`src/rtl/mat_axis_tx.sv`:
```
// AXI4-Stream frame serializer for the matrix accumulator input.
// An active plus shadow frame buffer lets consecutive frames stream with no idle beat.
module mat_axis_tx #(
    parameter int DATA_W   = 8,
    parameter int N        = 2,
    parameter int NUM_MATS = 2
) (
    input  logic                               i_clk,
    input  logic                               i_rst,
    input  logic                               i_load,
    input  logic [DATA_W*NUM_MATS*N*N-1:0]     i_load_data,
    output logic                               o_load_ready,
    output logic [DATA_W-1:0]                  m_axis_data,
    output logic                               m_axis_valid,
    input  logic                               m_axis_ready,
    output logic                               m_axis_last,
    output logic [15:0]                        o_frames_sent
);

    localparam int L       = NUM_MATS * N * N;
    localparam int IDX_W   = (L > 1) ? $clog2(L) : 1;
    localparam int FRAME_W = DATA_W * L;
    localparam logic [IDX_W-1:0] IDX_LAST = IDX_W'(L - 1);
    localparam logic [IDX_W-1:0] IDX_ZERO = {IDX_W{1'b0}};
    localparam logic [IDX_W-1:0] IDX_ONE  = IDX_W'(1);

    typedef enum logic [1:0] {
        ST_IDLE      = 2'd0,
        ST_SEND      = 2'd1,
        ST_SEND_PEND = 2'd2
    } state_e;

    logic [FRAME_W-1:0] active_r;
    logic [FRAME_W-1:0] shadow_r;
    logic [IDX_W-1:0]   idx_r;
    logic               active_full_r;
    logic               shadow_full_r;
    logic [15:0]        frames_r;
    logic               valid_r;
    logic               last_r;
    logic [DATA_W-1:0]  data_r;
    logic               load_ready_r;

    logic [FRAME_W-1:0] next_active_s;
    logic [FRAME_W-1:0] next_shadow_s;
    logic [IDX_W-1:0]   next_idx_s;
    logic               next_active_full_s;
    logic               next_shadow_full_s;
    logic [15:0]        next_frames_s;
    logic               load_acc_s;
    logic               hs_s;
    logic               last_hs_s;
    state_e             state_s;

    function automatic logic [DATA_W-1:0] elem_f(input logic [FRAME_W-1:0] frame,
                                                 input logic [IDX_W-1:0]   idx);
        return frame[int'(idx)*DATA_W +: DATA_W];
    endfunction

    assign load_acc_s = i_load & ~shadow_full_r;
    assign hs_s       = active_full_r & m_axis_ready;
    assign last_hs_s  = hs_s & (idx_r == IDX_LAST);

    // Operating mode decoded from the two buffer-occupancy flags
    always_comb begin
        state_s = ST_IDLE;
        if (!active_full_r) begin
            state_s = ST_IDLE;
        end else if (!shadow_full_r) begin
            state_s = ST_SEND;
        end else begin
            state_s = ST_SEND_PEND;
        end
    end

    // Next-state logic for buffers, element index and occupancy flags
    always_comb begin
        next_active_s      = active_r;
        next_shadow_s      = shadow_r;
        next_idx_s         = idx_r;
        next_active_full_s = active_full_r;
        next_shadow_full_s = shadow_full_r;
        case (state_s)
            ST_IDLE: begin
                if (load_acc_s) begin
                    next_active_s      = i_load_data;
                    next_idx_s         = IDX_ZERO;
                    next_active_full_s = 1'b1;
                end else begin
                    next_active_full_s = 1'b0;
                end
            end
            ST_SEND: begin
                if (last_hs_s) begin
                    next_idx_s = IDX_ZERO;
                    // A load landing on the last beat goes straight into active
                    if (load_acc_s) begin
                        next_active_s      = i_load_data;
                        next_active_full_s = 1'b1;
                    end else begin
                        next_active_full_s = 1'b0;
                    end
                end else begin
                    if (hs_s) begin
                        next_idx_s = idx_r + IDX_ONE;
                    end else begin
                        next_idx_s = idx_r;
                    end
                    if (load_acc_s) begin
                        next_shadow_s      = i_load_data;
                        next_shadow_full_s = 1'b1;
                    end else begin
                        next_shadow_full_s = 1'b0;
                    end
                end
            end
            ST_SEND_PEND: begin
                if (last_hs_s) begin
                    next_active_s      = shadow_r;
                    next_idx_s         = IDX_ZERO;
                    next_shadow_full_s = 1'b0;
                end else if (hs_s) begin
                    next_idx_s = idx_r + IDX_ONE;
                end else begin
                    next_idx_s = idx_r;
                end
            end
            default: begin
                next_idx_s         = IDX_ZERO;
                next_active_full_s = 1'b0;
                next_shadow_full_s = 1'b0;
            end
        endcase
    end

    // Completed-frame counter, wrapping naturally at 16 bits
    always_comb begin
        if (last_hs_s) begin
            next_frames_s = frames_r + 16'd1;
        end else begin
            next_frames_s = frames_r;
        end
    end

    // State registers; outputs are registered from the next-state values
    always_ff @(posedge i_clk or posedge i_rst) begin
        if (i_rst) begin
            active_r      <= {FRAME_W{1'b0}};
            shadow_r      <= {FRAME_W{1'b0}};
            idx_r         <= IDX_ZERO;
            active_full_r <= 1'b0;
            shadow_full_r <= 1'b0;
            frames_r      <= 16'd0;
            valid_r       <= 1'b0;
            last_r        <= 1'b0;
            data_r        <= {DATA_W{1'b0}};
            load_ready_r  <= 1'b1;
        end else begin
            active_r      <= next_active_s;
            shadow_r      <= next_shadow_s;
            idx_r         <= next_idx_s;
            active_full_r <= next_active_full_s;
            shadow_full_r <= next_shadow_full_s;
            frames_r      <= next_frames_s;
            valid_r       <= next_active_full_s;
            last_r        <= next_active_full_s & (next_idx_s == IDX_LAST);
            data_r        <= next_active_full_s ? elem_f(next_active_s, next_idx_s)
                                                : {DATA_W{1'b0}};
            load_ready_r  <= ~next_shadow_full_s;
        end
    end

    assign o_load_ready  = load_ready_r;
    assign m_axis_valid  = valid_r;
    assign m_axis_last   = last_r;
    assign m_axis_data   = data_r;
    assign o_frames_sent = frames_r;

endmodule

```
`config.mk`:
```
export PLATFORM = sky130hd
export DESIGN_NAME = mat_axis_tx
export DESIGN_NICKNAME = d
export VERILOG_FILES = /design/src/rtl/mat_axis_tx.sv
export SDC_FILE = /design/constraint.sdc
export NUM_CORES = 1
export LEC_CHECK = 0
export ABC_AREA = 1
export BUFFER_PORTS_ARGS = -buffer_cell sky130_fd_sc_hd__buf_2
export CAP_MARGIN = 20
export CORE_UTILIZATION = 65
export CTS_CLUSTER_DIAMETER = 120
export CTS_CLUSTER_SIZE = 30
export DETAILED_ROUTE_END_ITERATION = 8
export GPL_ROUTABILITY_DRIVEN = 1
export PLACE_DENSITY_LB_ADDON = 0.25
export SLEW_MARGIN = 5
export SYNTH_ARGS = -nofsm -noshare
export SYNTH_HDL_FRONTEND = slang
export SYNTH_SLANG_ARGS = --single-unit
```
`constraint.sdc`:
```
create_clock -name i_clk -period 8 [get_ports i_clk]
set_input_delay 1.2 -clock i_clk [delete_from_list [all_inputs] [get_ports i_clk]]
set_output_delay 1.2 -clock i_clk [all_outputs]
set_load 0.1 [all_outputs]
```
==> impl_metrics.json <==
{
  "maxSlewViolCount": 0,
  "die_h_um": 123,
  "portBuffers": 94,
  "cp_max_fo": 66,
  "crit_arrival_ns": 4.81,
  "seqCellArea_um2": 3980,
  "grt_first_pass_wirelength_mm": 42.9,
  "final.setup.tns_ns": 0,
  "relSlewSlack": 0.280,
  "r2r-end": "m_axis_data[3]$_DFF_PP0_",
  "worst_ep_required_time_ns": 8.33,
  "cap_violations": 0,
  "cts.sinks": 159,
  "clkSlewWorstSetupHoldPaths_ns": 0.07,
  "hold_buffers": 0,
  "grt.overflow.total": 0,
  "min_from": "shadow_r[54]$_DFFE_PP0P_",
  "total_power_uw": 4250,
  "ctsHtreeMaxLevel": 4,
  "synth_top_cell_area_share": 0.413,
  "crit_family": "buffers and inverters",
  "fp.dieW_um": 123,
  "gp_congestion": 0.867,
  "wl_per_cell_um": 16.1,
  "multi_input_area_um2": 4880,
  "fill_cells": 1120,
  "cts_tree": "built",
  "placed_area_um2": 10000,
  "ff2ff_path_depth": 11,
  "hpwl_mm": 16.1,
  "grt_usage": 0.365,
  "clock_skew_ns": 0.00995,
  "synth_warnings": 0,
  "slowest_stage": "buf_2",
  "ys_ff_latch": 159,
  "rsz0062_at_grt": "false",
  "syn_area_um2": 9570,
  "antenna_left": 0,
  "path_cells": "buf_2, nand2_2, buf_4, inv_1, buf_4, nand2_2, buf_4, mux2_2",
  "r2r_slack_ns": 4.42,
  "viasPerCell": 5.93,
  "drc": 0,
  "finalHoldViolations": 0,
  "ys_seq_area_frac": 0.416,
  "clk_path_buf_depth": 2,
  "drive_gt1_frac": 0.146,
  "first_pass_iters": 6,
  "outcome": "finished, final reports clean",
  "leakagePower_uw": 0.00586,
  "antenna_cells": 0,
  "tightest_slew_ns": 1.08,
  "post_cts_resized": 0,
  "layout_common_cells": "nand2_1 (576), nand3_1 (279), dfrtp_1 (158)",
  "hold_path_class": "flop to flop",
  "ioPinCount": 95,
  "drt_iter0_drc": 1081,
  "vias": 9610,
  "min_to": "shadow_r[54]$_DFFE_PP0P_",
  "grt_max_degree": 91,
  "cp-end-kind": "flop",
  "clockRootBuffer": "clkbuf_16",
  "wl_mm": 26.1,
  "peakVddDrop_mv": 0.276,
  "rows": 43,
  "r2r-start": "idx_r[0]$_DFF_PP0_",
  "nets": 1499,
  "post-cts-setup-buffers": 0,
  "insertion_delay_ns": 0.45,
  "syn_nets": 1456,
  "design_area_um2": 10600,
  "finalCritPeriodShare": 0.559,
  "synthDistinctLibCells": 29,
  "avgSynthCellArea_um2": 6.91,
  "fin_cells": 1621,
  "cpPeakStageDelay_ns": 0.80,
  "path_class": "input pin to flop",
  "synthCells": 1385,
  "synth_area_leaders": "dfrtp_1 (41%), nand2_1 (23%), nand3_1 (15%)",
  "start_util": 0.679,
  "antenna_found_initial": 0,
  "dp.cells": 1588,
  "layout_min_cycle_time_ns": 4.48,
  "max_clock_freq_mhz": 223,
  "worst-path-buf-inv": 5,
  "cts_buffers": 17,
  "p_per_area_nw_per_um2": 399,
  "synth.largest_area_cell": "dfrtp_1",
  "cp_common_cell": "buf_4",
  "core-area_um2": 14100,
  "grt_pass1_vias": 9083,
  "startpoint_type": "input pin",
  "syn_to_final_growth_pct": 11.3,
  "dieArea_um2": 15200,
  "layout_commonest_cell": "nand2_1",
  "hold_depth": 2,
  "setup_viol": 0
}
-- logic make-up (layout without fill, tap and decap cells) --
family                     Yosys count  in the layout  share of synthesized area
DFF                                159            159                      0.416
adders and majority gates            3              3                    0.00392
and+or+nand+nor                    950            950                      0.423
AOI/OAI and AO/OA                   49             49                     0.0272
muxes                               35             35                     0.0412
xor gates and xnor gates            14             14                     0.0128
buffers and inverters              175            231                     0.0760
-- metrics by stage --
step / setup WS (ns) / utilization / hold slack, ns
after detailed placement: 3.19 / 0.709 / 0.456
after global placement: 3.24 / 0.709 / 0.451
final: 3.52 / 0.755 / 0.474
after global routing: 3.43 / 0.755 / 0.493
after CTS: 3.65 / 0.754 / 0.476
after floorplan: 2.51 / - / 0.437
-- metal layers --
metal  up-vias  track usage  share of wire
li1       4548            -              -
met1      4497        0.470           0.40
met2       483        0.590           0.48
met3        82       0.0733          0.090
met4         0        0.176          0.034
met5         -            0              0
-- worst min-delay path, delay by kind of cell, from the launching register on --
family / cells / cell delay, ns
simple gates: 2 / 0.10
flops: 1 / 0.35
-- registers in the layout, summed over array words and instances, names as in the netlist --
name / flops
active_r: 64
idx_r: 3
m_axis_data: 8
m_axis_last: 1
m_axis_valid: 1
o_frames_sent: 16
o_load_ready: 1
shadow_full_r: 1
shadow_r: 64
-- layout make-up --
type | count | share of cell area
clock buffers | 18 | 0.0412
clock inverters | 14 | 0.0176
inverters | 92 | 0.0329
flip-flops and latches | 159 | 0.374
multi-input cells | 1051 | 0.459
repair buffers | 107 | 0.0545
well taps | 180 | 0.0212
-- report_power, final --
| group | total (uW) | leakage (uW) | internal, uW | switching (uW) |
|---|---|---|---|---|
| registers | 1310 | 0.00201 | 1120 | 190 |
| logic | 2070 | 0.00354 | 629 | 1440 |
| clock network | 865 | 0.000308 | 486 | 379 |
-- synthesized netlist by cell type, drive strengths merged --
cell type  instances
a21o               1
a21oi              2
buf               45
clkbuf            38
dfrtp            158
dfstp              1
ha                 3
inv               92
mux2              35
nand2            582
nand3            280
nand4             24
nor2              46
nor3               1
nor4               1
o211ai             2
o21ai             44
or2               16
xnor2              4
xor2              10
-- how the worst max path moves through the flow --
| stage | from | to | slack (ns) | cells after the start |
|---|---|---|---|---|
| global route | i_load | shadow_r[7]$_DFFE_PP0P_ | 3.43 | 8 |
| global placement | i_load | shadow_r[28]$_DFFE_PP0P_ | 3.24 | 8 |
| floorplan | i_rst | active_r[0]$_DFF_PP0_ | 2.51 | 1 |
| finish | i_load | shadow_r[20]$_DFFE_PP0P_ | 3.52 | 8 |
| detailed placement | i_load | shadow_r[18]$_DFFE_PP0P_ | 3.19 | 8 |
| CTS | i_load | shadow_r[10]$_DFFE_PP0P_ | 3.65 | 8 |
(Power assumes the default switching activity.)
